File: config.mk
export PLATFORM = sky130hd
export DESIGN_NAME = cic_interp_comb_upsampler
export DESIGN_NICKNAME = d
export VERILOG_FILES = /design/src/rtl/cic_interp_comb_upsampler.sv
export SDC_FILE = /design/constraint.sdc
export NUM_CORES = 1
export LEC_CHECK = 0
export ABC_AREA = 0
export BUFFER_PORTS_ARGS = -buffer_cell sky130_fd_sc_hd__buf_2
export CAP_MARGIN = 30
export CORE_ASPECT_RATIO = 0.7
export CORE_MARGIN = 8
export CORE_UTILIZATION = 40
export CTS_CLUSTER_DIAMETER = 100
export DETAILED_ROUTE_END_ITERATION = 10
export HOLD_SLACK_MARGIN = 0.12
export PLACE_DENSITY = 0.57
export SYNTH_ARGS = -nofsm -noshare
export SYNTH_HDL_FRONTEND = slang
export SYNTH_SLANG_ARGS = --single-unit
export TNS_END_PERCENT = 20
File: constraint.sdc
create_clock -name clk -period 6.7 [get_ports clk]
set_input_delay 0.67 -clock clk [delete_from_list [all_inputs] [get_ports clk]]
set_output_delay 0.67 -clock clk [all_outputs]
set_load 0.005 [all_outputs]
File: src/rtl/cic_interp_comb_upsampler.sv
// cic_interp_comb_upsampler
// Front end of the CIC interpolator in the sigma-delta DAC path.
// - Low-rate PCM samples arrive over a valid/ready handshake.
// - Each sample is passed through N_STAGES comb sections, each with a
//   differential delay of one.
// - The result is held in a single-entry buffer.
// - On each frame-start strobe the buffered value is emitted. The remaining
//   RATE-1 high-rate strobes of the frame carry zero-stuffed samples.
// - A frame start with nothing buffered is an underrun, which is recorded
//   in a sticky flag.
// Optional build macro: CIC_ZOH_EN. When it is defined, the block does a
// zero-order hold: the frame value is repeated in place of the stuffed zeros.
module cic_interp_comb_upsampler #(
    parameter int IN_W     = 16,
    parameter int OUT_W    = 32,
    parameter int N_STAGES = 3,
    parameter int RATE     = 64
) (
    input  logic             clk,
    input  logic             rst,
    input  logic             hs_ena,
    input  logic [IN_W-1:0]  in_data,
    input  logic             in_valid,
    output logic             in_ready,
    output logic [OUT_W-1:0] out_data,
    output logic             out_ena,
    output logic             underrun
);

    localparam int              PH_W    = $clog2(RATE);
    localparam logic [PH_W-1:0] PH_LAST = PH_W'(RATE - 1);
    localparam logic [PH_W-1:0] PH_ONE  = PH_W'(1);

    localparam logic [0:0] ST_IDLE = 1'b0;
    localparam logic [0:0] ST_RUN  = 1'b1;

    logic [0:0]       state_q, state_d;
    logic [PH_W-1:0]  ph_q, ph_d;
    logic [OUT_W-1:0] pend_q, pend_d;
    logic             pendValid_q, pendValid_d;
    logic             underrun_q, underrun_d;
    logic [OUT_W-1:0] outData_q, outData_d;
    logic             outEna_q;
`ifdef CIC_ZOH_EN
    logic [OUT_W-1:0] hold_q, hold_d;
`endif

    logic [OUT_W-1:0] dly_q [N_STAGES];
    logic [OUT_W-1:0] dlyD [N_STAGES];
    logic [OUT_W-1:0] xExt;
    logic [OUT_W-1:0] combAcc;
    logic             accept;

    assign in_ready = !pendValid_q && !rst;
    assign accept   = in_valid && in_ready;
    assign xExt     = {{(OUT_W - IN_W){in_data[IN_W-1]}}, in_data};

    // Comb chain. Each stage subtracts its delayed input. The input to each
    // stage becomes that stage's next delay value when a sample is accepted.
    always_comb begin
        combAcc = xExt;
        for (int k = 0; k < N_STAGES; k++) begin
            dlyD[k] = combAcc;
            combAcc = combAcc - dly_q[k];
        end
    end

    // Comb delay registers. They advance only on accept, so an underrun
    // leaves the next sample differenced against the last accepted one.
    always_ff @(posedge clk) begin
        for (int k = 0; k < N_STAGES; k++) begin
            if (rst) begin
                dly_q[k] <= '0;
            end else if (accept) begin
                dly_q[k] <= dlyD[k];
            end
        end
    end

    // Next state for the buffer, the phase counter and the output sample.
    // An accept can only happen while the buffer is empty, and an emission
    // only while it is full, so the two never update pendValid together.
    always_comb begin
        state_d     = state_q;
        ph_d        = ph_q;
        pend_d      = pend_q;
        pendValid_d = pendValid_q;
        underrun_d  = underrun_q;
        outData_d   = outData_q;
`ifdef CIC_ZOH_EN
        hold_d      = hold_q;
`endif

        if (accept) begin
            pend_d      = combAcc;
            pendValid_d = 1'b1;
        end

        if (hs_ena) begin
            case (state_q)
                ST_IDLE: begin
                    ph_d      = '0;
                    outData_d = '0;
                    if (pendValid_q) begin
                        outData_d   = pend_q;
                        pendValid_d = 1'b0;
                        ph_d        = PH_ONE;
                        state_d     = ST_RUN;
`ifdef CIC_ZOH_EN
                        hold_d      = pend_q;
`endif
                    end
                end
                ST_RUN: begin
                    ph_d = (ph_q == PH_LAST) ? '0 : ph_q + PH_ONE;
                    if (ph_q == '0) begin
                        if (pendValid_q) begin
                            outData_d   = pend_q;
                            pendValid_d = 1'b0;
`ifdef CIC_ZOH_EN
                            hold_d      = pend_q;
`endif
                        end else begin
                            outData_d  = '0;
                            underrun_d = 1'b1;
`ifdef CIC_ZOH_EN
                            hold_d     = '0;
`endif
                        end
                    end else begin
`ifdef CIC_ZOH_EN
                        outData_d = hold_q;
`else
                        outData_d = '0;
`endif
                    end
                end
                default: begin
                    state_d = ST_IDLE;
                    ph_d    = '0;
                end
            endcase
        end
    end

    // State registers. A synchronous reset drops any pending sample and
    // returns the block to IDLE.
    always_ff @(posedge clk) begin
        if (rst) begin
            state_q     <= ST_IDLE;
            ph_q        <= '0;
            pend_q      <= '0;
            pendValid_q <= 1'b0;
            underrun_q  <= 1'b0;
            outData_q   <= '0;
            outEna_q    <= 1'b0;
        end else begin
            state_q     <= state_d;
            ph_q        <= ph_d;
            pend_q      <= pend_d;
            pendValid_q <= pendValid_d;
            underrun_q  <= underrun_d;
            outData_q   <= outData_d;
            outEna_q    <= hs_ena;
        end
    end

`ifdef CIC_ZOH_EN
    // Value of the last frame start, repeated across the frame.
    always_ff @(posedge clk) begin
        if (rst) begin
            hold_q <= '0;
        end else begin
            hold_q <= hold_d;
        end
    end
`endif

    assign out_data = outData_q;
    assign out_ena  = outEna_q;
    assign underrun = underrun_q;

endmodule

; ---- Yosys cells after proc, flatten, opt, wreduce, memory -nomap -nowiden
; Memory sizes are Yosys's and may differ from the RTL's.
; Index checks and enable logic that the tools add are counted.
[totals]
reg_bits = 74
output_inout_bits = 35
n_memories = 1
in_bits = 20
ramBits = 96
word_cells = 45
[mem_list]
columns = memory, words, width, rd, rd_ports_with_merged_regs, wr, line_no
row1 = dly_q, 3, 32, 3, 0, 3, 48  ; logic [OUT_W-1:0] dly_q [N_STAGES];
[op_classes]
n_mux = 21
bitwise = 5
n_eq_ne = 1
n_addsub = 4
reduce_logical = 6
[op_table]
columns = operator, n
row1 = $mux W32, 5
row2 = $sub A32 B32 Y32, 3
row3 = $pmux W32 S2, 1
row4 = $mux W1, 12
row5 = $pmux W6 S2, 1
row6 = $add A6 B1 Y6 const B, 1
row7 = $eq A6 B6 Y1 const B, 1
row8 = $logic_not A6 Y1, 1
row9 = $mux W6, 1
row10 = $reduce_and A4 Y1, 1
row11 = $or A1 B1 Y1, 3
row12 = $logic_and A1 B1 Y1, 2
row13 = $logic_not A1 Y1, 2
row14 = $not A1 Y1, 2
row15 = $pmux W1 S2, 1

; ---- Logic depth before layout (Yosys ltp)
[logic_depth]
depth_word = 8
depth_mapped = 34
ltp_nobuf = 33

; ---- Worst setup path before layout
; OpenSTA, ideal clock, no wires.
[synth_path]
kind = input -> register
startpoint = input in_data[1]
endpoint = register pend_q[31]
stages = 33
required_time_ns = 6.574
setup_ns = 0.126
arrival_time_ns = 6.115
path_buffers = 1
path_slack_ns = 0.460
path_cell_list = ha_1 -> nor2b_1 -> o21ai_2 -> a21oi_1 -> o21ai_2 -> a21oi_2 -> o2111ai_2 -> a21bo_2 -> a31oi_2 -> a21o_1 -> a21oi_1 -> fa_1 -> inv_1 -> ha_1 -> buf_2 -> a21o_1 -> a31oi_1 -> o21ai_0 -> or3_1 -> o21ai_1 -> o21bai_1 -> a211oi_1 -> nor2_1 -> ha_1 -> nand3_1 -> a21oi_1 -> a211oi_1 -> o31a_2 -> o21ai_2 -> a221o_1 -> a21oi_1 -> xnor2_1 -> o21ai_1
[synth_lines]
columns = item, line_no
row1 = "start, declared", 22  ; input logic [IN_W-1:0] in_data,
row2 = "end signal, assigned", 160  ; pend_q <= pend_d;
row3 = "end, declared", 39  ; logic [OUT_W-1:0] pend_q, pend_d;

==> results.tsv <==
stage	metric	value	unit
timing	finalHoldViolCount	0	
worst_setup_path	critPathLaunchType	flip-flop	
placement	pre_cts_ws	-22.50	ps
logic_synthesis	syn_area_per_cell	9.001	um2
logic_synthesis	synth_top_flop_cell	edfxtp_1	
clocking	tritoncts_num_sinks	154	
floorplan	die_h	146.7	um
logic_synthesis	synthTopCellsByCount	a21oi_1 (112), inv_1 (107), nor2_1 (86)	
timing	finalCritPeriodShare	92.43	%
run	drv_cap	0	
logic_synthesis	synth_edf_count	80	
clocking	cts_buffers	17	
logic_synthesis	yosys.area_share.adder	11.07	%
logic_synthesis	syn_nets	1189	
worst_setup_path	slowest_stage	fa_1	
floorplan	core_area	24320	um2
logic_synthesis	synthXorXnorAreaFrac	6.099	%
placement	gp_congestion	0.8613	
logic_synthesis	synthTopCellsByArea	edfxtp_1 (25%), dfxtp_1 (15%), ha_1 (10%), a21oi_1 (5.7%), inv_1 (4.1%)	
worst_setup_path	critPathTopFamily	compound AO/OA/AOI/OAI gates	
logic_synthesis	synthDistinctLibCells	63	
grt	grt_util_met1	22.46	%
route	routed_wl	20790	um
grt	antenna_found_initial	0	
timing	slew_headroom	47.11	%
worst_setup_path	worstPathArrival	6480	ps
logic_synthesis	netlist_area	9766	um2
logic_synthesis	yosysTopAreaCellShare	24.60	%
worst_setup_path	end_kind	flip-flop	
logic_synthesis	yosys-mux-area-fraction	0	%
final_layout	area_growth	13.38	%
power	peakVddDrop	0.2157	mV
timing	setup_ws	507.4	ps
route	drtIter0Drc	399	
hold_path	hold_class	flip-flop to flip-flop	
worst_setup_path	worstPathRequired	6990	ps
clocking	htreeDepth	4	
logic_synthesis	synth-seq-cells	154	
route	final_antenna_net_count	0	
clocking	cts_root_buffer	clkbuf_16	
grt	met3_usage	3.058	%
route	first_pass_iters	5	
route	avgViaCountPerCell	4.962	
floorplan	num_rows	48	
grt	busiest_layer	met1	
worst_setup_path	slowest_delay	520	ps
final_layout	nets	1236	
logic_synthesis	synth-compound-area-share	19.19	%
floorplan	dieArea	29750	um2
grt	grt_use_met2	18.57	%
floorplan	io-pin-count	55	
timing	timing.final.crit_period	6193	ps
grt	gr-total-overflow	0	
placement	portBuffers	54	
final_layout	diodes	0	
worst_setup_path	crit_type	flip-flop to flip-flop	
logic_synthesis	yosys_warnings	0	
logic_synthesis	yosys.cell_count.top_type	a21oi_1	
clocking	clk_latency	430	ps
logic_synthesis	syn_inst	1085	
worst_setup_path	r2r_slack	510	ps
floorplan	fp.dieW	202.8	um
route	drc	0	
logic_synthesis	synth_async_sr_flop_share	0	%
route	vias	7294	
timing	max_freq	0.1615	GHz
clocking	clkTransAtPathRegs	70	ps
power	power	4.503	mW
floorplan	initial_core_util	40.15	%
timing	finalSetupViolations	0	
grt	grt_pass1_vias	6837	
power	power.leakage	4.773	nW
timing	fin_skew	10.04	ps
clocking	cts_tree	yes	
worst_setup_path	critPathMaxFanout	5	
outcome	status	finished clean	
timing	worstMarginPinSlew	793.4	ps
placement	dpl.cell_count	1436	
worst_setup_path	critPathBufInv	2	
placement	dp_hpwl	14860	um
grt	grt_use_total	14.07	%
logic_synthesis	yosysTopAreaCell	edfxtp_1	
clocking	clk_path_buf_depth	2	
route	avgRoutedWirePerCell	14.14	um
worst_setup_path	crit_top_cell	o21ai_2	
grt	grt_max_degree	77	
logic_synthesis	synth-simple-area-share	17.72	%
final_layout	nFillCells	2361	
logic_synthesis	synth_top_family_by_area	compound AO/OA/AOI/OAI gates	
grt	grt_pass1_wl	34820	um
logic_synthesis	yosysSeqAreaShare	39.77	%
timing	drv_slew	0	
final_layout	stdcell_count	1470	
timing	rsz0062_at_grt	false	
final_layout	drive_gt1_share	12.14	%
power	cellPowerDensity	406.7	nW/um2
[final timing paths]
path                             startpoint    endpoint  cells after the start
worst max-delay path            dly_q[0][1]  pend_q[31]                     33
worst min-delay path             pend_q[30]  pend_q[30]                      2
worst min register to register   pend_q[30]  pend_q[30]                      2
worst max register to register  dly_q[0][1]  pend_q[31]                     33
[kinds of logic (layout without fill, tap and decap cells)]
kind of cell             Yosys count  in the layout
AND/OR/NAND/NOR                  333            333
adder cells (fa/ha/maj)           84             84
flip-flops                       154            154
AO/OA/AOI/OAI                    292            292
XOR/XNOR                          68             68
buffers and inverters            154            214
[state kept, by name, summed over array words and instances (netlist names)]
name and count:
state_q 1, dly_q 80, out_data 32, underrun 1, pend_q 32, out_ena 1, ph_q 6, pendValid_q 1
[worst register-to-register path: cells and delay by family (launching register included)]
kind | cells | cell delay (ps)
AO/OA/AOI/OAI | 22 | 3330
XOR/XNOR | 1 | 140
adder cells (fa/ha/maj) | 4 | 1410
buffers and inverters | 2 | 120
flip-flops | 1 | 320
AND/OR/NAND/NOR | 4 | 710
[report_power, final]
part           switching (mW)  internal (mW)  total, mW  leakage, nW
sequential             0.0632           1.14       1.20         1.45
clock                   0.393          0.605      0.998        0.314
combinational            1.31          0.987       2.30         3.01
[final cells by class]
cell class                 instances  area [um2]  share of cell area (%)
sequential                       154        3884                   35.08
clock inverter                     6       40.04                  0.3616
multi-input combinational        777        5308                   47.94
tap                              325       406.6                   3.673
inverter                         107       401.6                   3.628
timing repair buffer              75       447.9                   4.046
clock buffer                      26       584.3                   5.277
[placed cells by master, fill, tap and decap left out, drive strengths merged, types with 11 or more instances in the layout]
cell type / count
a211oi: 11
a21oi: 116
o21ai: 69
xnor2: 44
xor2: 24
dfxtp: 74
a21o: 28
clkbuf: 26
nand2b: 16
and2: 43
nor2b: 41
inv: 110
o21bai: 14
nand2: 58
edfxtp: 80
and3: 25
nand3b: 25
buf: 75
nor2: 87
ha: 80
nand3: 13
[per-stage QoR]
stage                     util, %  hold WS (ps)  TNS [ps]  instance area (um2)
after global routing        45.52         469.6         0                11070
after detailed placement    42.79         441.9    -22.50                10410
after CTS                   45.36         452.0         0                11030
after floorplan                 -         425.4         0                 9766
final                       45.52         450.3         0                11070
after global placement      42.68         439.9         0                10380
[metal layers]
metal | part of all wire (%) | routed length (um)
met1 | 58 | 12050
met5 | 0 | 0
met2 | 37 | 7754
met3 | 4.0 | 830
met4 | 0.76 | 157
[timing repair]
action                     in CTS  in global routing
setup endpoints to repair       0                  5
setup buffers                   0                  2
hold buffers                    0                  0
gates resized for setup         0                  6
Note: power is estimated with default switching activity, not from simulation.
